File: src/rtl/code_lock_pkg.sv
// ============================================================================
// Module   : code_lock_pkg
// Purpose  : Shared state encodings, digit limit and timer sizing helper.
// Revision : 1.0
// ============================================================================
`default_nettype none

package code_lock_pkg;

    localparam logic [2:0] ST_WAIT   = 3'd0;
    localparam logic [2:0] ST_INPUT  = 3'd1;
    localparam logic [2:0] ST_UNLOCK = 3'd2;
    localparam logic [2:0] ST_ERROR  = 3'd3;
    localparam logic [2:0] ST_ALARM  = 3'd4;
    localparam logic [2:0] ST_ADMIN  = 3'd5;

    localparam int MAX_DIGIT = 9;

    // One spare bit above the largest duration keeps the compare free of wrap.
    function automatic int timer_width(input int a, input int b, input int c);
        int m;
        m = a;
        if (b > m) m = b;
        if (c > m) m = c;
        return $clog2(m) + 1;
    endfunction

endpackage

`default_nettype wire

File: src/rtl/code_entry_buf.sv
// ============================================================================
// Module   : code_entry_buf
// Purpose  : Digit entry shift register with count, push/backspace/clear.
// Revision : 1.0
// ============================================================================
`default_nettype none

module code_entry_buf
    import code_lock_pkg::*;
#(
    parameter int DIGITS  = 4,
    parameter int DIGIT_W = 4
) (
    input  logic                        clk,
    input  logic                        reset_n,
    input  logic                        push,
    input  logic [DIGIT_W-1:0]          push_val,
    input  logic                        pop,
    input  logic                        clear,
    output logic                        digit_ok,
    output logic [DIGITS*DIGIT_W-1:0]   code_buf,
    output logic [3:0]                  digit_cnt
);

    localparam int BUF_W = DIGITS * DIGIT_W;

    logic [BUF_W-1:0] r_code_buf;
    logic [3:0]       r_digit_cnt;

    // A digit is usable only if it is BCD and there is room left for it.
    assign digit_ok  = (32'(push_val) <= MAX_DIGIT) && (r_digit_cnt < 4'(DIGITS));
    assign code_buf  = r_code_buf;
    assign digit_cnt = r_digit_cnt;

    always_ff @(posedge clk or negedge reset_n) begin
        if (!reset_n) begin
            r_code_buf  <= '0;
            r_digit_cnt <= '0;
        end else if (clear) begin
            r_code_buf  <= '0;
            r_digit_cnt <= '0;
        end else if (pop) begin
            if (r_digit_cnt != 4'd0) begin
                r_code_buf  <= r_code_buf >> DIGIT_W;
                r_digit_cnt <= r_digit_cnt - 4'd1;
            end
        end else if (push && digit_ok) begin
            r_code_buf  <= (r_code_buf << DIGIT_W) | BUF_W'(push_val);
            r_digit_cnt <= r_digit_cnt + 4'd1;
        end
    end

endmodule

`default_nettype wire

File: src/rtl/code_lock_ctrl.sv
// ============================================================================
// Module   : code_lock_ctrl
// Purpose  : Password lock FSM: entry, compare, error/alarm, unlock, key change.
//            Macro CODE_LOCK_ALARM_TIMEOUT_EN: ALARM self-clears after ALARM_CYC.
// Revision : 1.0
// ============================================================================
`default_nettype none

module code_lock_ctrl
    import code_lock_pkg::*;
#(
    parameter int                         DIGITS       = 4,
    parameter int                         DIGIT_W      = 4,
    parameter int                         MAX_ERR      = 3,
    parameter int                         ERR_HOLD_CYC = 1000,
    parameter int                         UNLOCK_CYC   = 5000,
    parameter int                         ALARM_CYC    = 20000,
    parameter logic [DIGITS*DIGIT_W-1:0]  DEFAULT_KEY  = 16'h1234
) (
    input  logic                        clk,
    input  logic                        reset_n,
    input  logic                        digit_valid,
    input  logic [DIGIT_W-1:0]          digit_val,
    input  logic                        btn_ok,
    input  logic                        btn_back,
    input  logic                        btn_admin,
    output logic [2:0]                  state,
    output logic                        unlocked,
    output logic                        alarm,
    output logic [3:0]                  err_cnt,
    output logic [3:0]                  digit_cnt,
    output logic [DIGITS*DIGIT_W-1:0]   code_buf
);

    localparam int TMR_W = timer_width(ERR_HOLD_CYC, UNLOCK_CYC, ALARM_CYC);
    localparam logic [TMR_W-1:0] c_err_last    = TMR_W'(ERR_HOLD_CYC - 1);
    localparam logic [TMR_W-1:0] c_unlock_last = TMR_W'(UNLOCK_CYC - 1);
`ifdef CODE_LOCK_ALARM_TIMEOUT_EN
    localparam logic [TMR_W-1:0] c_alarm_last  = TMR_W'(ALARM_CYC - 1);
`endif
    localparam logic [3:0]       c_max_err     = 4'(MAX_ERR);

    logic [2:0]                 r_state;
    logic [3:0]                 r_err_cnt;
    logic [TMR_W-1:0]           r_timer;
    logic [DIGITS*DIGIT_W-1:0]  r_key;
    logic                       r_unlocked;
    logic                       r_alarm;

    logic [2:0]  w_next;
    logic [3:0]  w_err_next;
    logic [3:0]  w_err_inc;
    logic        w_key_load;
    logic        w_push;
    logic        w_pop;
    logic        w_clear;
    logic        w_tmr_run;
    logic        w_digit_ok;
    logic        w_full;
    logic        w_match;
    logic        w_ev_admin;
    logic        w_ev_ok;
    logic        w_ev_back;
    logic        w_ev_digit;

    // Only the highest-priority event of a cycle is ever acted upon.
    assign w_ev_admin = btn_admin;
    assign w_ev_ok    = btn_ok & ~btn_admin;
    assign w_ev_back  = btn_back & ~btn_ok & ~btn_admin;
    assign w_ev_digit = digit_valid & ~btn_back & ~btn_ok & ~btn_admin;

    assign w_full    = (digit_cnt == 4'(DIGITS));
    assign w_match   = (code_buf == r_key);
    assign w_err_inc = (r_err_cnt >= c_max_err) ? c_max_err : r_err_cnt + 4'd1;

    code_entry_buf #(
        .DIGITS  (DIGITS),
        .DIGIT_W (DIGIT_W)
    ) u_entry (
        .clk       (clk),
        .reset_n   (reset_n),
        .push      (w_push),
        .push_val  (digit_val),
        .pop       (w_pop),
        .clear     (w_clear),
        .digit_ok  (w_digit_ok),
        .code_buf  (code_buf),
        .digit_cnt (digit_cnt)
    );

    always_comb begin
        w_next     = r_state;
        w_err_next = r_err_cnt;
        w_key_load = 1'b0;
        w_push     = 1'b0;
        w_pop      = 1'b0;
        w_clear    = 1'b0;
        w_tmr_run  = 1'b0;
        case (r_state)
            ST_WAIT: begin
                w_push = w_ev_digit;
                if (w_ev_digit && w_digit_ok) w_next = ST_INPUT;
            end
            ST_INPUT: begin
                if (w_ev_ok) begin
                    w_clear = 1'b1;
                    if (w_full && w_match) begin
                        w_next     = ST_UNLOCK;
                        w_err_next = 4'd0;
                    end else begin
                        w_err_next = w_err_inc;
                        w_next     = (w_err_inc == c_max_err) ? ST_ALARM : ST_ERROR;
                    end
                end else if (w_ev_back) begin
                    w_pop = 1'b1;
                    if (digit_cnt == 4'd1) w_next = ST_WAIT;
                end else begin
                    w_push = w_ev_digit;
                end
            end
            ST_UNLOCK: begin
                if (w_ev_admin)                   w_next = ST_ADMIN;
                else if (r_timer == c_unlock_last) w_next = ST_WAIT;
                else                              w_tmr_run = 1'b1;
            end
            ST_ERROR: begin
                if (r_timer == c_err_last) w_next = ST_WAIT;
                else                       w_tmr_run = 1'b1;
            end
            ST_ALARM: begin
`ifdef CODE_LOCK_ALARM_TIMEOUT_EN
                if (r_timer == c_alarm_last) begin
                    w_next     = ST_WAIT;
                    w_err_next = 4'd0;
                end else begin
                    w_tmr_run = 1'b1;
                end
`endif
            end
            ST_ADMIN: begin
                if (w_ev_admin) begin
                    w_clear = 1'b1;
                    w_next  = ST_WAIT;
                end else if (w_ev_ok) begin
                    if (w_full) begin
                        w_key_load = 1'b1;
                        w_clear    = 1'b1;
                        w_next     = ST_WAIT;
                    end
                end else if (w_ev_back) begin
                    w_pop = 1'b1;
                end else begin
                    w_push = w_ev_digit;
                end
            end
            default: w_next = ST_WAIT;
        endcase
    end

    always_ff @(posedge clk or negedge reset_n) begin
        if (!reset_n) begin
            r_state    <= ST_WAIT;
            r_err_cnt  <= 4'd0;
            r_timer    <= '0;
            r_key      <= DEFAULT_KEY;
            r_unlocked <= 1'b0;
            r_alarm    <= 1'b0;
        end else begin
            r_state    <= w_next;
            r_err_cnt  <= w_err_next;
            r_unlocked <= (w_next == ST_UNLOCK) || (w_next == ST_ADMIN);
            r_alarm    <= (w_next == ST_ALARM);
            if (w_key_load) r_key <= code_buf;
            if (w_next != r_state) r_timer <= '0;
            else if (w_tmr_run)    r_timer <= r_timer + 1'b1;
        end
    end

    assign state    = r_state;
    assign unlocked = r_unlocked;
    assign alarm    = r_alarm;
    assign err_cnt  = r_err_cnt;

endmodule

`default_nettype wire

File: config.mk
export PLATFORM = sky130hd
export DESIGN_NAME = code_lock_ctrl
export DESIGN_NICKNAME = d
export VERILOG_FILES = /design/src/rtl/code_lock_pkg.sv /design/src/rtl/code_entry_buf.sv /design/src/rtl/code_lock_ctrl.sv
export SDC_FILE = /design/constraint.sdc
export NUM_CORES = 1
export LEC_CHECK = 0
export CORE_ASPECT_RATIO = 1.4
export CORE_UTILIZATION = 45
export DETAILED_ROUTE_END_ITERATION = 10
export PLACE_DENSITY = 0.66
export REMOVE_ABC_BUFFERS = 1
export SLEW_MARGIN = 20
export SYNTH_ARGS = -nofsm -noshare
export SYNTH_HDL_FRONTEND = slang
export SYNTH_SLANG_ARGS = --single-unit
File: constraint.sdc
create_clock -name clk -period 5.1 [get_ports clk]
set_input_delay 0.51 -clock clk [delete_from_list [all_inputs] [get_ports clk]]
set_output_delay 0.51 -clock clk [all_outputs]
set_load 0.02 [all_outputs]
==> results of run 1 <==
state kept, by name (all words and copies together) (netlist names):
name               count
alarm                  1
err_cnt                4
r_key                 16
r_timer               16
state                  3
u_entry.code_buf      16
u_entry.digit_cnt      4
unlocked               1
layer usage:
layer,part of all wire,vias to the layer above
met5,0,-
met4,0.015,0
met3,0.030,9
met2,0.54,43
met1,0.41,1218
li1,-,1227
worst max-delay path: cells and delay by family (launching register included):
family / cells / cell delay [ns]
AO/OA/AOI/OAI: 3 / 1.14
flip-flops: 1 / 0.45
AND/OR/NAND/NOR: 3 / 1.10
how the worst max path moves through the flow:
stage / startpoint / to / slack, ns / cells past startpoint
after detailed placement: btn_admin / u_entry.digit_cnt[3] / 2.00 / 8
after global routing: btn_admin / u_entry.digit_cnt[2] / 2.04 / 7
after floorplan: state[0] / u_entry.digit_cnt[2] / 2.27 / 5
final: r_timer[3] / r_timer[10] / 2.27 / 6
after global placement: btn_admin / u_entry.digit_cnt[3] / 2.07 / 8
after CTS: r_timer[3] / r_timer[10] / 2.23 / 6
area by class of cell:
type / count / share of cell area
clock buffer: 12 / 0.03663
clock inverter: 4 / 0.01831
inverter: 8 / 0.007578
multi-input combinational: 242 / 0.4184
sequential: 61 / 0.3868
tap: 95 / 0.03000
timing repair buffer: 42 / 0.1023
synth_stat cells (5+ instances only):
cell and count:
a21oi_1 6, and2_1 6, clkbuf_1 7, dfrtp_1 56, dfstp_2 5, ha_1 5
inv_1 8, mux2_2 16, mux2i_1 13, nand2_1 15, nand3_1 34, nand4_1 7
nor2_1 26, nor3_1 9, o21ai_0 19, xnor2_1 28, xor2_1 5
power groups by stage:
stage | combinational [mW] | clock, mW | sequential [mW]
floorplan | 0.352 | 0 | 0.712
global placement | 0.662 | 0 | 0.667
detailed placement | 0.668 | 0 | 0.669
CTS | 0.672 | 0.484 | 0.661
global route | 0.732 | 0.502 | 0.674
finish | 0.665 | 0.478 | 0.659
cell families (layout without fill, tap and decap cells):
group / after synthesis / in the layout
compound gates: 45 / 45
xor+xnor: 33 / 33
fa+ha+maj: 5 / 5
buf+inv: 24 / 66
flops: 61 / 61
mux: 29 / 29
simple gates: 130 / 130
per-stage QoR:
stage / hold WS (ns) / utilization / instances
2_1_floorplan: 0.2144 / - / 311
3_3_place_gp: 0.4906 / 0.5329 / 448
3_5_place_dp: 0.5038 / 0.5329 / 448
4_1_cts: 0.3646 / 0.5639 / 464
5_1_grt: 0.4168 / 0.5639 / 464
6_report: 0.3091 / 0.5639 / 464
==> run_results.csv, run 1 <==
group,metric,value,unit
outcome,outcome,"complete, no violations",
logic_synthesis,ys_top_cells_by_area,"dfrtp_1 42%, xnor2_1 7.4%, mux2_2 5.4%",
logic_synthesis,synth_xor_xnor_area_share,0.08720,
clock_network,cts-root-buf,"clkbuf_8",
sta,fmax,353.0,MHz
clock_network,clock_path_buffers,2,
global_routing,top_usage_layer,"met2",
routing,via_count,2497,
critical_path,criticalPathCategory,"register to register",
finish,multi_input_area,1658,sq um
placement,dpl_cell_area,3745,sq um
logic_synthesis,synthMuxAreaShare,0.09362,
logic_synthesis,yosys.area_share.simple,0.2106,
pwr,intPower,1.113,mW
clock_network,cts_setup_buffers,0,
job,cap_viol_max_count,0,
pwr,power_leakage,1.744,nW
floorplanning,die_w,74.53,um
floorplanning,io_pins,39,
logic_synthesis,synth_cell_types,56,
pwr,p_sw,0.6883,mW
sta,hold_viol_final,0,
pwr,clkPwrFrac,0.265,
floorplanning,die_area,7717,sq um
finish,num_antenna_cells,0,
critical_path,crit_path_end_kind,"register",
pwr,power,1.801,mW
global_routing,grt_pass1_vias,2490,
clock_network,cts_tree,"yes",
finish,finalNetCount,379,
logic_synthesis,synth_warnings,0,
critical_path,arrival,3.04,ns
logic_synthesis,postSynth.asyncResetShare,1.000,
placement,io_buffers,38,
global_routing,grt_overflow,0,
logic_synthesis,synth_top_family_by_area,"simple AND/OR/NAND/NOR gates",
global_routing,grt_max_degree,62,
finish,num-fill-cells,643,
logic_synthesis,synth_ff_type,"dfrtp_1",
logic_synthesis,yosys.area_share.adder,0.01888,
critical_path,critPathMaxFanout,16,
critical_path,max_stage_delay,0.66,ns
placement,place.gp.congestion,0.8311,
routing,vias_per_cell,5.381,
global_routing,grt_util_met3,0.03794,
floorplanning,initial_core_util,0.4717,
sta,skew,0.006914,ns
clock_network,clkLatencyLatePin,0.34,ns
global_routing,grt_use_met2,0.3578,
finish,layout_commonest_cell,"dfrtp_1",
routing,dr.pass1.iters,4,
clock_network,path_clk_slew,0.07,ns
global_routing,grt_usage,0.2057,
critical_path,r2r-end,"r_timer[10]",
logic_synthesis,seq_area_frac_synth,0.4624,
sta,tightest_slew,0.9879,ns
clock_network,post_cts_resized,0,
logic_synthesis,synth_compound_area_frac,0.08985,
logic_synthesis,synth_cells,327,
clock_network,cts_hold_buf,0,
logic_synthesis,synth_area,3314,sq um
pwr,swShare,0.3821,
pwr,vdd_ir_drop_max,246.5,uV
logic_synthesis,synth-seq-cells,61,
global_routing,antenna_found_initial,0,
logic_synthesis,yosysTopAreaCell,"dfrtp_1",
critical_path,r2r_cells,6,
clock_network,numCtsBuffers,9,
routing,ant_nets,0,
sta,rsz0062_at_grt,"no",
logic_synthesis,avgSynthCellArea,10.14,sq um
finish,seq_area,1533,sq um
routing,totalWireLength,7.168,mm
finish,stdcell_area,3963,sq um
logic_synthesis,synth_edf_count,0,
sta,finalCritPeriodShare,0.5554,
global_routing,grtUsageMet1,0.2454,
routing,drt_iter0_markers,124,
finish,final_cell_mix,"56 x dfrtp_1, 37 x clkdlybuf4s50_1, 34 x nand3_1",
logic_synthesis,synth_top_area_frac,0.4228,
placement,dpl.hpwl,5.014,mm
finish,syn2layout_area_growth,19.55,%
clock_network,cts_num_sinks,61,
sta,fin_crit,2.833,ns
sta,slew_headroom,0.3414,
critical_path,r2r-start,"r_timer[3]",
floorplanning,die_y,103.5,um
floorplanning,core_area,7027,sq um
pwr,seq_power_share,0.366,
floorplanning,rows,36,
critical_path,rrSetupSlack,2.27,ns
critical_path,crit_chain,"or4_1 -> or4_4 -> a21oi_1 -> a211oi_1 -> o21ai_4 -> nor2_1",
global_routing,grt_pass1_wl,12.10,mm
sta,setup_ws,2.267,ns
pwr,p_comb_frac,0.369,
critical_path,cp_slowest_cell,"a21oi_1",
clock_network,htree_levels,3,
finish,layout-drive-gt1-share,0.1409,
routing,wl_per_cell,15.45,um
critical_path,startpoint_type,"register",
pwr,powerDensity,454.6,nW/um^2
critical_path,crit_required,5.31,ns
placement,pre_cts_ws,1.998,ns
sta,setup_viol,0,
routing,drc_errors,0,
sta,finalSetupTns,0,ns
min_path,holdCritPathClass,"input port to async pin",
sta,slew_violations,0,
Note: power is estimated with default switching activity, not from simulation.
==> run 2: changes to the inputs <==
--- a/config.mk
+++ b/config.mk
@@ -8,7 +8,7 @@
 export CORE_ASPECT_RATIO = 1.4
 export CORE_UTILIZATION = 45
 export DETAILED_ROUTE_END_ITERATION = 10
-export PLACE_DENSITY = 0.66
+export PLACE_DENSITY = 0.69
 export REMOVE_ABC_BUFFERS = 1
 export SLEW_MARGIN = 20
 export SYNTH_ARGS = -nofsm -noshare
==> constraint.sdc (replaced) <==
create_clock -name clk -period 2.37 [get_ports clk]
set_input_delay 0.237 -clock clk [delete_from_list [all_inputs] [get_ports clk]]
set_output_delay 0.237 -clock clk [all_outputs]
set_load 0.02 [all_outputs]
==> run 2 against run 1 <==
Die area is the same. Non-clock buffer count grew 21. Clock power grew 91%. Total power grew 120%. Count of clock-buffer cells in the layout is the same. Global-route usage grew 0.41 points. First-iteration DRC count shrank 33%. Critical path type unchanged. Combinational power grew to 2.6 times the previous value. Setup slack lost 2.1 ns.
==> run_results.csv, run 2 (synthesis results as in run 1) <==
group,metric,value,unit
sta,tightest_slew,0.7838,ns
critical_path,startpoint_type,"register",
sta,hold_viol_final,0,
critical_path,r2r_cells,7,
min_path,holdCritPathClass,"input port to async pin",
routing,totalWireLength,7.451,mm
pwr,powerDensity,979.2,nW/um^2
outcome,outcome,"complete, no violations",
job,cap_viol_max_count,0,
sta,finalCritPeriodShare,0.9494,
global_routing,antenna_found_initial,0,
clock_network,htree_levels,3,
pwr,swShare,0.3791,
clock_network,post_cts_resized,0,
pwr,seq_power_share,0.338,
sta,setup_ws,0.1200,ns
finish,multi_input_area,1658,sq um
clock_network,clock_path_buffers,2,
global_routing,grt_usage,0.2098,
finish,layout_commonest_cell,"dfrtp_1",
clock_network,numCtsBuffers,9,
sta,rsz0062_at_grt,"no",
placement,placed_cells,469,
floorplanning,die_area,7717,sq um
pwr,p_comb_frac,0.435,
critical_path,criticalPathCategory,"register to register",
critical_path,r2r-end,"unlocked",
routing,via_count,2546,
global_routing,grt_pass1_vias,2606,
finish,seq_area,1533,sq um
critical_path,max_stage_delay,0.53,ns
sta,skew,0.006924,ns
pwr,intPower,2.498,mW
critical_path,rrSetupSlack,0.12,ns
floorplanning,core_area,7027,sq um
sta,slew_violations,0,
critical_path,crit_path_start,"r_timer[3]",
placement,dpl.hpwl,5.216,mm
floorplanning,rows,36,
sta,fmax,444.4,MHz
clock_network,cts-root-buf,"clkbuf_8",
routing,drt_iter0_markers,83,
finish,num_antenna_cells,0,
placement,pre_cts_ws,0.1198,ns
sta,hold_ws,0.06847,ns
finish,finalNetCount,400,
placement,place.gp.congestion,0.8786,
sta,slew_headroom,0.4775,
critical_path,crit_path_end_kind,"register",
critical_path,arrival,2.47,ns
finish,final_cell_mix,"56 x dfrtp_1, 37 x clkdlybuf4s50_1, 34 x nand3_1",
clock_network,cts_tree,"yes",
routing,ant_nets,0,
critical_path,r2r-start,"r_timer[3]",
pwr,clkPwrFrac,0.227,
floorplanning,die_y,103.5,um
global_routing,grt_pass1_wl,12.28,mm
finish,layout-drive-gt1-share,0.1872,
finish,syn2layout_area_growth,23.93,%
routing,vias_per_cell,5.249,
critical_path,crit_required,2.59,ns
pwr,power_leakage,1.841,nW
routing,drc_errors,0,
critical_path,critPathMaxFanout,10,
clock_network,cts_hold_buf,0,
floorplanning,io_pins,39,
sta,setup_viol,0,
pwr,vdd_ir_drop_max,518.5,uV
placement,io_buffers,38,
routing,wl_per_cell,15.36,um
placement,dpl_cell_area,3915,sq um
finish,num-fill-cells,651,
finish,stdcell_area,4108,sq um
clock_network,cts_setup_buffers,0,
finish,fin_cells,485,
global_routing,grt_overflow,0,
sta,fin_crit,2.250,ns
floorplanning,initial_core_util,0.4717,
floorplanning,die_w,74.53,um
clock_network,path_clk_slew,0.07,ns
pwr,p_sw,1.525,mW
global_routing,grt_max_degree,62,
critical_path,cp_slowest_cell,"or4_1",
clock_network,cts_num_sinks,61,
critical_path,crit_path_end,"unlocked",
critical_path,crit_chain,"or4_1 -> or4_4 -> a21oi_1 -> buf_4 -> nor2_2 -> a211oi_2 -> o21ai_1",
routing,dr.pass1.iters,4,
clock_network,clkLatencyLatePin,0.34,ns
## run 2: power groups by stage
| stage | sequential, mW | combinational, mW | clock, mW |
|---|---|---|---|
| 2_1_floorplan | 1.53 | 0.757 | 0 |
| 3_3_place_gp | 1.37 | 1.74 | 0 |
| 3_5_place_dp | 1.38 | 1.75 | 0 |
| 4_1_cts | 1.36 | 1.76 | 0.933 |
| 5_1_grt | 1.38 | 1.90 | 0.986 |
| 6_report | 1.36 | 1.75 | 0.914 |
## run 2: area by class of cell
type / count / area share
flip-flops and latches: 61 / 0.3731
clock inverters: 4 / 0.01157
inverters: 8 / 0.007310
repair buffers: 63 / 0.1401
clock buffers: 12 / 0.03533
well taps: 95 / 0.02894
multi-input cells: 242 / 0.4036
## run 2: stage by stage
step | total power, mW | TNS (ns) | utilization
4_1_cts | 4.054 | 0 | 0.5846
5_1_grt | 4.268 | 0 | 0.5846
3_3_place_gp | 3.118 | 0 | 0.5572
2_1_floorplan | 2.289 | -5.862 | -
6_report | 4.022 | 0 | 0.5846
3_5_place_dp | 3.126 | 0 | 0.5572
## run 2: how the worst min path moves through the flow
stage,endpoint,slack (ns),cells past startpoint
2_1_floorplan,alarm,-0.06,0
3_3_place_gp,u_entry.digit_cnt[3],0.45,2
3_5_place_dp,u_entry.digit_cnt[3],0.45,2
4_1_cts,u_entry.digit_cnt[0],0.09,2
5_1_grt,u_entry.digit_cnt[0],0.14,2
6_report,r_timer[1],0.07,2
## run 2: worst max-delay path, delay by kind of cell, from the launching register on
family / cells / cell delay (ns)
AND/OR/NAND/NOR: 3 / 1.05
AO/OA/AOI/OAI: 3 / 0.51
flip-flops: 1 / 0.37
buffers and inverters: 1 / 0.20
## run 2: layer usage
layer,vias up,wire (um),global-route usage,share of wire
met1,1214,3304,0.2658,0.44
met4,0,164,0.09434,0.022
met3,15,180,0.03502,0.024
met2,45,3801,0.3423,0.51
met5,-,0,0,0
li1,1272,-,-,-
